$ cat src/rtl/sw_alloc.sv
// sw_alloc: 4-port switch allocator with per-output head-to-tail locking.
// Define SW_ALLOC_RR_EN for round-robin priority; otherwise the lowest input index wins.
module sw_alloc (
   input  logic        clk,
   input  logic        rst,
   input  logic [15:0] req,
   input  logic [7:0]  cmd,
   input  logic [3:0]  empty,
   output logic [3:0]  ack,
   output logic [7:0]  osel,
   output logic [3:0]  ovalid
);
   localparam int         N        = 4;
   localparam logic [1:0] CMD_TAIL = 2'b11;

   typedef enum logic {O_IDLE, O_BUSY} o_state_t;

   o_state_t   state_q [N];
   o_state_t   state_d [N];
   logic [1:0] owner_q [N];
   logic [1:0] owner_d [N];
`ifdef SW_ALLOC_RR_EN
   logic [1:0] ptr_q [N];
   logic [1:0] ptr_d [N];
`endif

   logic [N-1:0] owns_any;
   logic [N-1:0] ereq [N];
   logic         found;
   logic [1:0]   idx;
   logic [1:0]   winner;
   logic [1:0]   own;

   always_comb begin
      owns_any = '0;
      for (int o = 0; o < N; o++) begin
         if (state_q[o] == O_BUSY) owns_any[owner_q[o]] = 1'b1;
      end
   end

   // Only the lowest set request bit counts, and an input holding an output requests nothing.
   always_comb begin
      for (int i = 0; i < N; i++) begin
         ereq[i] = (req[4*i +: 4] & (~req[4*i +: 4] + 4'd1)) & {N{~owns_any[i]}};
      end
   end

   always_comb begin
      // NOTE: every combinational output gets a default first so no path infers a latch.
      ack    = '0;
      ovalid = '0;
      osel   = '0;
      found  = 1'b0;
      idx    = '0;
      winner = '0;
      own    = '0;
      for (int o = 0; o < N; o++) begin
         state_d[o] = state_q[o];
         owner_d[o] = owner_q[o];
`ifdef SW_ALLOC_RR_EN
         ptr_d[o]   = ptr_q[o];
`endif
      end

      for (int o = 0; o < N; o++) begin
         own            = owner_q[o];
         osel[2*o +: 2] = own;
         if (state_q[o] == O_BUSY) begin
            ack[own]  = ~empty[own];
            ovalid[o] = ~empty[own];
            if (!empty[own] && cmd[2*own +: 2] == CMD_TAIL) begin
               state_d[o] = O_IDLE;
`ifdef SW_ALLOC_RR_EN
               ptr_d[o]   = own + 2'd1;
`endif
            end
         end else begin
            found  = 1'b0;
            winner = '0;
            for (int k = 0; k < N; k++) begin
`ifdef SW_ALLOC_RR_EN
               idx = ptr_q[o] + 2'(k);
`else
               idx = 2'(k);
`endif
               if (!found && ereq[idx][o]) begin
                  found  = 1'b1;
                  winner = idx;
               end
            end
            if (found) begin
               state_d[o] = O_BUSY;
               owner_d[o] = winner;
            end
         end
      end
   end

   // NOTE: state is updated with non-blocking assignments so all outputs advance on the same edge.
   always_ff @(posedge clk) begin
      // NOTE: the per-output arrays are a handful of flops, so every entry is reset explicitly.
      if (rst) begin
         for (int o = 0; o < N; o++) begin
            state_q[o] <= O_IDLE;
            owner_q[o] <= '0;
`ifdef SW_ALLOC_RR_EN
            ptr_q[o]   <= '0;
`endif
         end
      end else begin
         for (int o = 0; o < N; o++) begin
            state_q[o] <= state_d[o];
            owner_q[o] <= owner_d[o];
`ifdef SW_ALLOC_RR_EN
            ptr_q[o]   <= ptr_d[o];
`endif
         end
      end
   end
endmodule

$ cat config.mk
export PLATFORM = sky130hd
export DESIGN_NAME = sw_alloc
export DESIGN_NICKNAME = d
export VERILOG_FILES = /design/src/rtl/sw_alloc.sv
export SDC_FILE = /design/constraint.sdc
export NUM_CORES = 1
export LEC_CHECK = 0
export ABC_AREA = 1
export CAP_MARGIN = 20
export CORE_ASPECT_RATIO = 1.2
export CORE_MARGIN = 4
export CORE_UTILIZATION = 50
export DETAILED_ROUTE_END_ITERATION = 7
export GPL_TIMING_DRIVEN = 1
export PLACE_DENSITY = 0.85
export SLEW_MARGIN = 20
export SYNTH_ARGS = -nofsm -noshare
export SYNTH_HDL_FRONTEND = slang
export SYNTH_SLANG_ARGS = --single-unit
$ cat constraint.sdc
create_clock -name clk -period 3.3 [get_ports clk]
set_input_delay 0.825 -clock clk [delete_from_list [all_inputs] [get_ports clk]]
set_output_delay 0.825 -clock clk [all_outputs]
set_load 0.02 [all_outputs]
==> results list, run 1 <==
- The flow ran to the end, and the final reports show no timing, DRC or antenna violations.
- Clk network pwr share: 0.099
- Metal3 WL: 279 um
- In the synthesized netlist, the cells that appear most often are sky130_fd_sc_hd__nand2_1 (106), sky130_fd_sc_hd__inv_1 (37), sky130_fd_sc_hd__nand3_1 (31).
- Routed length on met1: 1974 um
* I/O Buffers: 45
- The synthesized design contains 12 register bits.
* Worst clock skew: 0.006943 ns
- Summed over all layers, the global routing overflow is 0.
- Post-DP HPWL: 4066 um
- The share of synthesized area in the top cell type comes to 0.2496.
- In this run the tightest slew margin relative to its limit is 0.7384.
- Site row count: 22
- Prevailing post-synth register cell: sky130_fd_sc_hd__dfxtp_1
- No sink is reached through more buffers than the 2 on the longest clock path.
* Total core area: 3055 um2
* Fin. Hold Viols: 0
* Avg Cell Area, Syn: 5.296 um2
- Setup total negative slack on the finished layout was measured at 0 ns.
- After layout, the minimum clock period comes to 3.196 ns.
- Dividing the detail-routed wire length by the instance count gives 12.62 um.
- Top layer used by detailed routing: met4
- The initial antenna violation count is 0.
- In this run the power spent charging and discharging nets is 425.9 uW.
- Of all flip-flops after synthesis, the portion carrying an async set or reset was 0.
- Of the total power, combinational logic draws 0.650.
* Via density: 5.208
- sky130_fd_sc_hd__nand2_1 is the most common cell in the netlist.
- For the pin with the worst max-slew slack, the measured transition is 0.3918 ns.
- Skew-Pair Late Insertion Delay: 0.27 ns
* P_leak: 0.001141 uW
- Of the total power, the share spent switching nets is 0.4883.
* Fin. max-slew vios: 0
- After the flow finishes, the layout carries non-filler instances totaling 390.
- Combined global-route utilization of all metal layers: 0.2416
* Iteration-0 DRC Markers: 145
- Diode insertion count for antenna repair: 0
- Detailed Route WL: 4921 um
* Initial core utilization: 0.5217
- Final weighted congestion in routability-driven placement: 0.9650
- Of the cells placed in the final design, the portion with a size suffix greater than 1 is 0.1780.
* Deepest level of the CTS H-tree: 1
* Clock-pin slew of the registers on the worst-case setup and hold paths: 0.06 ns
- Max-capacitance violation count: 0
- Power consumption: 872.2 uW
* Part of the total power dissipated in sequential elements: 0.251
- DR vias: 2031
- Worst Slack Setup Final: 0.1035 ns
* Global-route wire length before repair: 7845 um
* Power Internal: 446.3 uW
* Library cell with the largest summed area after synthesis: sky130_fd_sc_hd__nand2_1
* Number of nets with antenna violations after routing: 0
- Power spread over the standard cell area amounts to 404.8 nW/um2.
- VDD sags by at most 0.2631 mV.
- The critical path is of the input pin to primary output type.
* Mapped Area: 1594 um2
- Synthesis produced a netlist with a net count of 331.
- CTS saw 12 sinks.
* Die ar.: 4159 um2
- STA classifies the critical path startpoint as an input pin.
- Upper clock frequency limit: 312.8 MHz
- The first detailed-routing pass ran for 5 iterations.
- Most area-consuming cells after synthesis: sky130_fd_sc_hd__nand2_1 (25%), sky130_fd_sc_hd__dfxtp_1 (15%), sky130_fd_sc_hd__nand3_1 (9.7%), sky130_fd_sc_hd__nand2_2 (9.0%), sky130_fd_sc_hd__inv_1 (8.7%)
- Entering global routing, the biggest net connects 13 pins.
- Total I/O pin count: 46
- Area growth from synthesis to layout: 35.17%
* Arrival time worst endpoint: 2.37 ns
- Req. time, crit path: 2.47 ns
- CTS tree: yes
* Total of endpoints with negative setup slack in the final report: 0
- Via count of the first global-routing pass: 1859
- At the end of the flow, the number of nets in the layout was 386.
- Width of the die: 59.55 um
- Worst setup slack after placement: -0.1949 ns
* Count of unique library cells instantiated by Yosys: 24
- TritonCTS Buffers: 3
* Proportion of synthesized chip area in sequential cells: 0.1507
* Number of warnings issued by yosys: 0
* Die Y: 69.85 um
- Post-route worst hold slack: 0.5487 ns
* Wire length on met2: 2484 um
- Worst Setup End Kind: primary output
- The cell sitting at the root of the clock tree is a sky130_fd_sc_hd__clkbuf_4.
* Maximum net fanout on the critical path: 3
- EDFF count, synth: 0
- Of the available clock period, the critical path in the final layout requires 0.9686.
- Number of remaining DRC errors: 0
* Number of cells after detailed placement: 385
- RSZ-0062 raised after global routing: no
- Buffers inserted to repair hold after CTS numbered 0.
* Type of the most critical hold path: register to register
- Cells after Synth: 301
[final cells by class]
class	count	area (um2)
multi-input combinational	240	1159
clock buffer	3	22.52
sequential	12	240.2
tap	36	45.04
inverter	43	161.4
timing repair buffer	56	526.8
fill	280	900.9
[metal layers]
layer | vias up | track usage
li1 | 1050 | -
met1 | 891 | 0.2868
met2 | 72 | 0.4277
met3 | 18 | 0.01848
met4 | 0 | 0.1034
met5 | - | 0
[path summary, 6_finish.rpt]
path	slack [ns]	cells past startpoint	from	endpoint
max	0.10	9	empty[0]	ack[2]
min	0.55	2	owner_q[1][1]$_SDFFE_PP0P_	owner_q[1][1]$_SDFFE_PP0P_
max reg2reg	1.68	11	owner_q[2][1]$_SDFFE_PP0P_	owner_q[0][0]$_SDFFE_PP0P_
min reg2reg	0.55	2	owner_q[1][1]$_SDFFE_PP0P_	owner_q[1][1]$_SDFFE_PP0P_
[power groups by stage]
stage / clock, uW / sequential [uW] / combinational (uW)
after global placement: 0 / 221 / 554
after detailed placement: 0 / 222 / 558
after floorplan: 0 / 219 / 352
final: 86.8 / 219 / 567
after CTS: 88.6 / 218 / 553
after global routing: 97.1 / 226 / 624
[logic make-up after synthesis]
logic type,after synthesis,synth area share
AO/OA/AOI/OAI,18,0.06280
flip-flops,12,0.1507
AND/OR/NAND/NOR,222,0.6578
buffers and inverters,49,0.1287
[metrics by stage]
stage                 util  instance area [um2]
floorplan                -                 1594
global placement    0.6916                 2113
detailed placement  0.6916                 2113
CTS                 0.6986                 2135
global route        0.7052                 2155
finish              0.7052                 2155
[critical path, cell delays in order]
cell and delay (ns):
sky130_fd_sc_hd__clkdlybuf4s50_1 0.42, sky130_fd_sc_hd__inv_1 0.11, sky130_fd_sc_hd__nand2_1 0.06, sky130_fd_sc_hd__o21ai_0 0.11
sky130_fd_sc_hd__nor3_2 0.08, sky130_fd_sc_hd__buf_4 0.14, sky130_fd_sc_hd__or2_2 0.26, sky130_fd_sc_hd__nand2_1 0.07
sky130_fd_sc_hd__clkdlybuf4s15_1 0.30
[registers in the layout, indices dropped and copies added (netlist names)]
register / count
owner_q: 8
state_q: 4
[what timing repair did]
item | 4_1_cts | 5_1_grt
setup endpoints to repair | 7 | 5
buffers inserted | 1 | 1
pin swaps | 1 | 1
resized for setup | 7 | 11
[cell usage in the layout, fill, tap and decap left out, types with 2 or more instances in the layout]
cell type / n
sky130_fd_sc_hd__inv_1: 36
sky130_fd_sc_hd__nand2_2: 23
sky130_fd_sc_hd__clkbuf_4: 3
sky130_fd_sc_hd__clkdlybuf4s50_1: 37
sky130_fd_sc_hd__nand2_1: 106
sky130_fd_sc_hd__nand2_4: 2
sky130_fd_sc_hd__nand3_1: 30
sky130_fd_sc_hd__o21ai_1: 2
sky130_fd_sc_hd__nor2_4: 5
sky130_fd_sc_hd__o211ai_1: 3
sky130_fd_sc_hd__or2_2: 4
sky130_fd_sc_hd__nand4_1: 10
sky130_fd_sc_hd__o21ai_0: 4
sky130_fd_sc_hd__nand3_2: 2
sky130_fd_sc_hd__buf_4: 11
sky130_fd_sc_hd__dlygate4sd2_1: 3
sky130_fd_sc_hd__nor2_1: 30
sky130_fd_sc_hd__dfxtp_1: 12
sky130_fd_sc_hd__inv_2: 6
sky130_fd_sc_hd__nor3_1: 4
sky130_fd_sc_hd__clkdlybuf4s15_1: 3
sky130_fd_sc_hd__a21oi_1: 8
sky130_fd_sc_hd__nor2_2: 4
(Power assumes the default switching activity.)
==> inputs of run 2 (changes only) <==
--- a/config.mk
+++ b/config.mk
@@ -13,6 +13,7 @@
 export DETAILED_ROUTE_END_ITERATION = 7
 export GPL_TIMING_DRIVEN = 1
 export PLACE_DENSITY = 0.85
+export SETUP_SLACK_MARGIN = 0.02
 export SLEW_MARGIN = 20
 export SYNTH_ARGS = -nofsm -noshare
 export SYNTH_HDL_FRONTEND = slang
==> results list, run 2 (synthesized netlist as in run 1, its figures left out) <==
- Area of combinational cells with multiple inputs: 1159 um2 (unchanged)
- The number of hold-repair buffers added at the cts stage came to 0 (unchanged).
* TritonCTS Buffers: 3 (unchanged)
- Power consumption: 871.1 uW (-0.13%)
- Total of endpoints with negative setup slack in the final report: 0 (unchanged)
- Peak supply drop: 0.2636 mV (+0.18%)
- The initial standard-cell utilization of the core was 0.5217 (unchanged).
- In the layout the commonest cells are sky130_fd_sc_hd__nand2_1 (106), sky130_fd_sc_hd__clkdlybuf4s50_1 (37), sky130_fd_sc_hd__inv_1 (36), sky130_fd_sc_hd__nor2_1 (30), sky130_fd_sc_hd__nand3_1 (30).
- The clock-pin slew on the worst setup and hold paths was 0.06 ns (about the same).
- Arrival time worst endpoint: 2.34 ns (-0.03 ns)
* RR Startpoint: owner_q[2][1]$_SDFFE_PP0P_
- Fin. Hold Viols: 0 (unchanged)
- The TritonCTS sink count was 12 (unchanged).
- Average wire per cell in the routed design: 12.63 um (+0.10%)
- Relative slew slack: 0.7388 (about the same)
- Worst clock skew: 0.006962 ns (+0.00001985 ns)
- The wire length of the first global-routing pass was 7845 um (unchanged).
* Number of flip-flops in the largest register: 8 (unchanged)
- Fin crit share: 0.9581 (-0.01054)
- Part of the total power dissipated in sequential elements: 0.251 (about the same)
- Crit path kind: input pin to primary output
- Combinational cell fraction of total power: 0.649 (about the same)
* P_leak: 0.001141 uW (unchanged)
- Upper clock frequency limit: 316.3 MHz (+1.1%)
* Summed negative setup slack over all endpoints: 0 ns (unchanged)
* Area of all sequential standard cells: 240.2 um2 (unchanged)
* Largest buffer count on any clock path: 2 (unchanged)
- Worst hold endpoint: owner_q[1][1]$_SDFFE_PP0P_
* Leading cell type in the layout, fill and taps excluded: sky130_fd_sc_hd__nand2_1
* Net Switching: 425.7 uW (about the same)
* Final weighted congestion in routability-driven placement: 0.9650 (unchanged)
- Skew-Pair Late Insertion Delay: 0.27 ns (about the same)
* Worst hold path startpoint: owner_q[1][1]$_SDFFE_PP0P_
- The largest registers in the layout are owner_q: 8 flops, state_q: 4 flops.
- The data required time at the worst endpoint was 2.47 ns (about the same).
- Global-route congestion overflow total: 0 (unchanged)
- The power per cell area came to 405.2 nW/um2 (+0.11%).
* Via density: 5.226 (+0.34%)
* Site row count: 22 (unchanged)
- The count of input and output buffers was 45 (unchanged).
- Maximum number of pins on one net before global-route repair: 13 (unchanged)
* Combined global-route utilization of all metal layers: 0.2416 (unchanged)
* Outcome: finished, final reports clean
- Largest Register: owner_q
- The largest driver fanout on the critical path came to 5 (+2).
* Area growth from synthesis to layout: 34.85%
* Number of nets with antenna violations after routing: 0 (unchanged)
- The top-level port count was 46 (unchanged).
* Kind of start point of the critical path: input pin
- Total core area: 3055 um2 (unchanged)
- The fill cell instance count of the final layout came to 281 (+0.36%).
* Number of remaining DRC errors: 0 (unchanged)
- The minimum period implied by the final worst setup slack came to 3.162 ns (-0.03478 ns).
* Detailed-router iteration count before antenna repair: 5 (unchanged)
- The die extent in y came to 69.85 um (unchanged).
- The total length of routed wires was 4926 um (+0.10%).
- Width of the die: 59.55 um (unchanged)
- The post-detailed-placement half-perimeter wirelength was 4066 um (unchanged).
* Initial antenna violation count: 0 (unchanged)
- Transition time at the pin with the least slew margin: 0.3913 ns (-0.0005054 ns)
- The initial detailed-routing violation count is 145 (unchanged).
- Max-capacitance violation count: 0 (unchanged)
- Deepest level of the CTS H-tree: 1 (unchanged)
* Switching power share of the total: 0.4887 (about the same)
- The internal power is 445.4 uW (-0.21%).
* R2R setup slack: 1.68 ns (about the same)
- Clk network pwr share: 0.100 (about the same)
* RSZ-0062 raised after global routing: yes
- The via count of the first global-routing pass was 1859 (unchanged).
* CTS tree: yes
- The worst hold path belongs to the class register to register.
- STA classifies the critical path endpoint as a primary output.
- The number of cells on the worst reg-to-reg path was 11 (unchanged).
* CTS root buf: sky130_fd_sc_hd__clkbuf_4
- The antenna diode count was 0 (unchanged).
- The endpoint identified for the worst register-to-register timing path is owner_q[0][0]$_SDFFE_PP0P_.
- Worst Slack Setup Final: 0.1383 ns (+0.03478 ns)
- The count of vias placed by the detailed router came to 2038 (+0.34%).
- The layout cell share with drive strength beyond 1 came to 0.1808 (+0.002825).
- Fin. max-slew vios: 0 (unchanged)
- The number of stages on the worst hold path is 2 (unchanged).
- The pre-CTS setup slack was -0.1949 ns (unchanged).
* Die ar.: 4159 um2 (unchanged)
* Nets: 386 (unchanged)
[run 2: changes by cell type in the layout (fill, tap and decap cells not counted), sizes merged]
cell           before  now
clkbuf              4    5
clkdlybuf4s15       3    2
[run 2: power groups by stage]
stage | logic (uW) | registers (uW) | clock network, uW
after floorplan | 352 | 219 | 0
after global placement | 554 | 221 | 0
after detailed placement | 558 | 222 | 0
after CTS | 553 | 218 | 88.6
after global routing | 623 | 226 | 97.1
final | 565 | 219 | 87.1
[run 2: critical path, cell delays in order]
cell and delay, ns:
sky130_fd_sc_hd__clkdlybuf4s50_1 0.48, sky130_fd_sc_hd__nand2_1 0.10, sky130_fd_sc_hd__nand2_1 0.10, sky130_fd_sc_hd__nor2_4 0.18
sky130_fd_sc_hd__nand4_1 0.11, sky130_fd_sc_hd__nand3_1 0.09, sky130_fd_sc_hd__nand2_1 0.06, sky130_fd_sc_hd__o21ai_0 0.07
sky130_fd_sc_hd__clkdlybuf4s15_1 0.32
[run 2: layer usage]
layer	track usage	up-vias	share of wire
met1	0.2868	888	0.40
li1	-	1047	-
met2	0.4277	84	0.50
met3	0.01848	19	0.063
met4	0.1034	0	0.038
met5	0	-	0
[run 2: final cells by class]
class                           count  share of cell area
Inverter                           43             0.07509
Tap cell                           36             0.02095
Multi-Input combinational cell    240              0.5390
Sequential cell                    12              0.1118
Timing Repair Buffer               56              0.2427
Clock buffer                        3             0.01048
[run 2: per-stage QoR]
stage                     std cells  hold WS, ns  cell area [um2]    util
after CTS                       389       0.5545             2135  0.6986
final                           390       0.5514             2150  0.7035
after detailed placement        385       0.5459             2113  0.6916
after global placement          385       0.5391             2113  0.6916
after global routing            390       0.5905             2150  0.7035
after floorplan                 301       0.5668             1594       -
[run 2: worst max path at each step]
stage	from	end	slack, ns
4_1_cts	empty[0]	ack[0]	0.04
5_1_grt	empty[3]	ack[1]	0.004
2_1_floorplan	empty[0]	ack[1]	0.87
3_3_place_gp	empty[3]	ack[3]	-0.19
3_5_place_dp	empty[2]	ack[1]	-0.19
6_report	empty[2]	ack[1]	0.14
[run 2: timing repair]
item / CTS / global route
setup buffers: 1 / 1
pin swaps: 1 / 1
resized for setup: 7 / 12
hold endpoints to repair: 0 / 0
endpoints found under the setup margin: 7 / 5
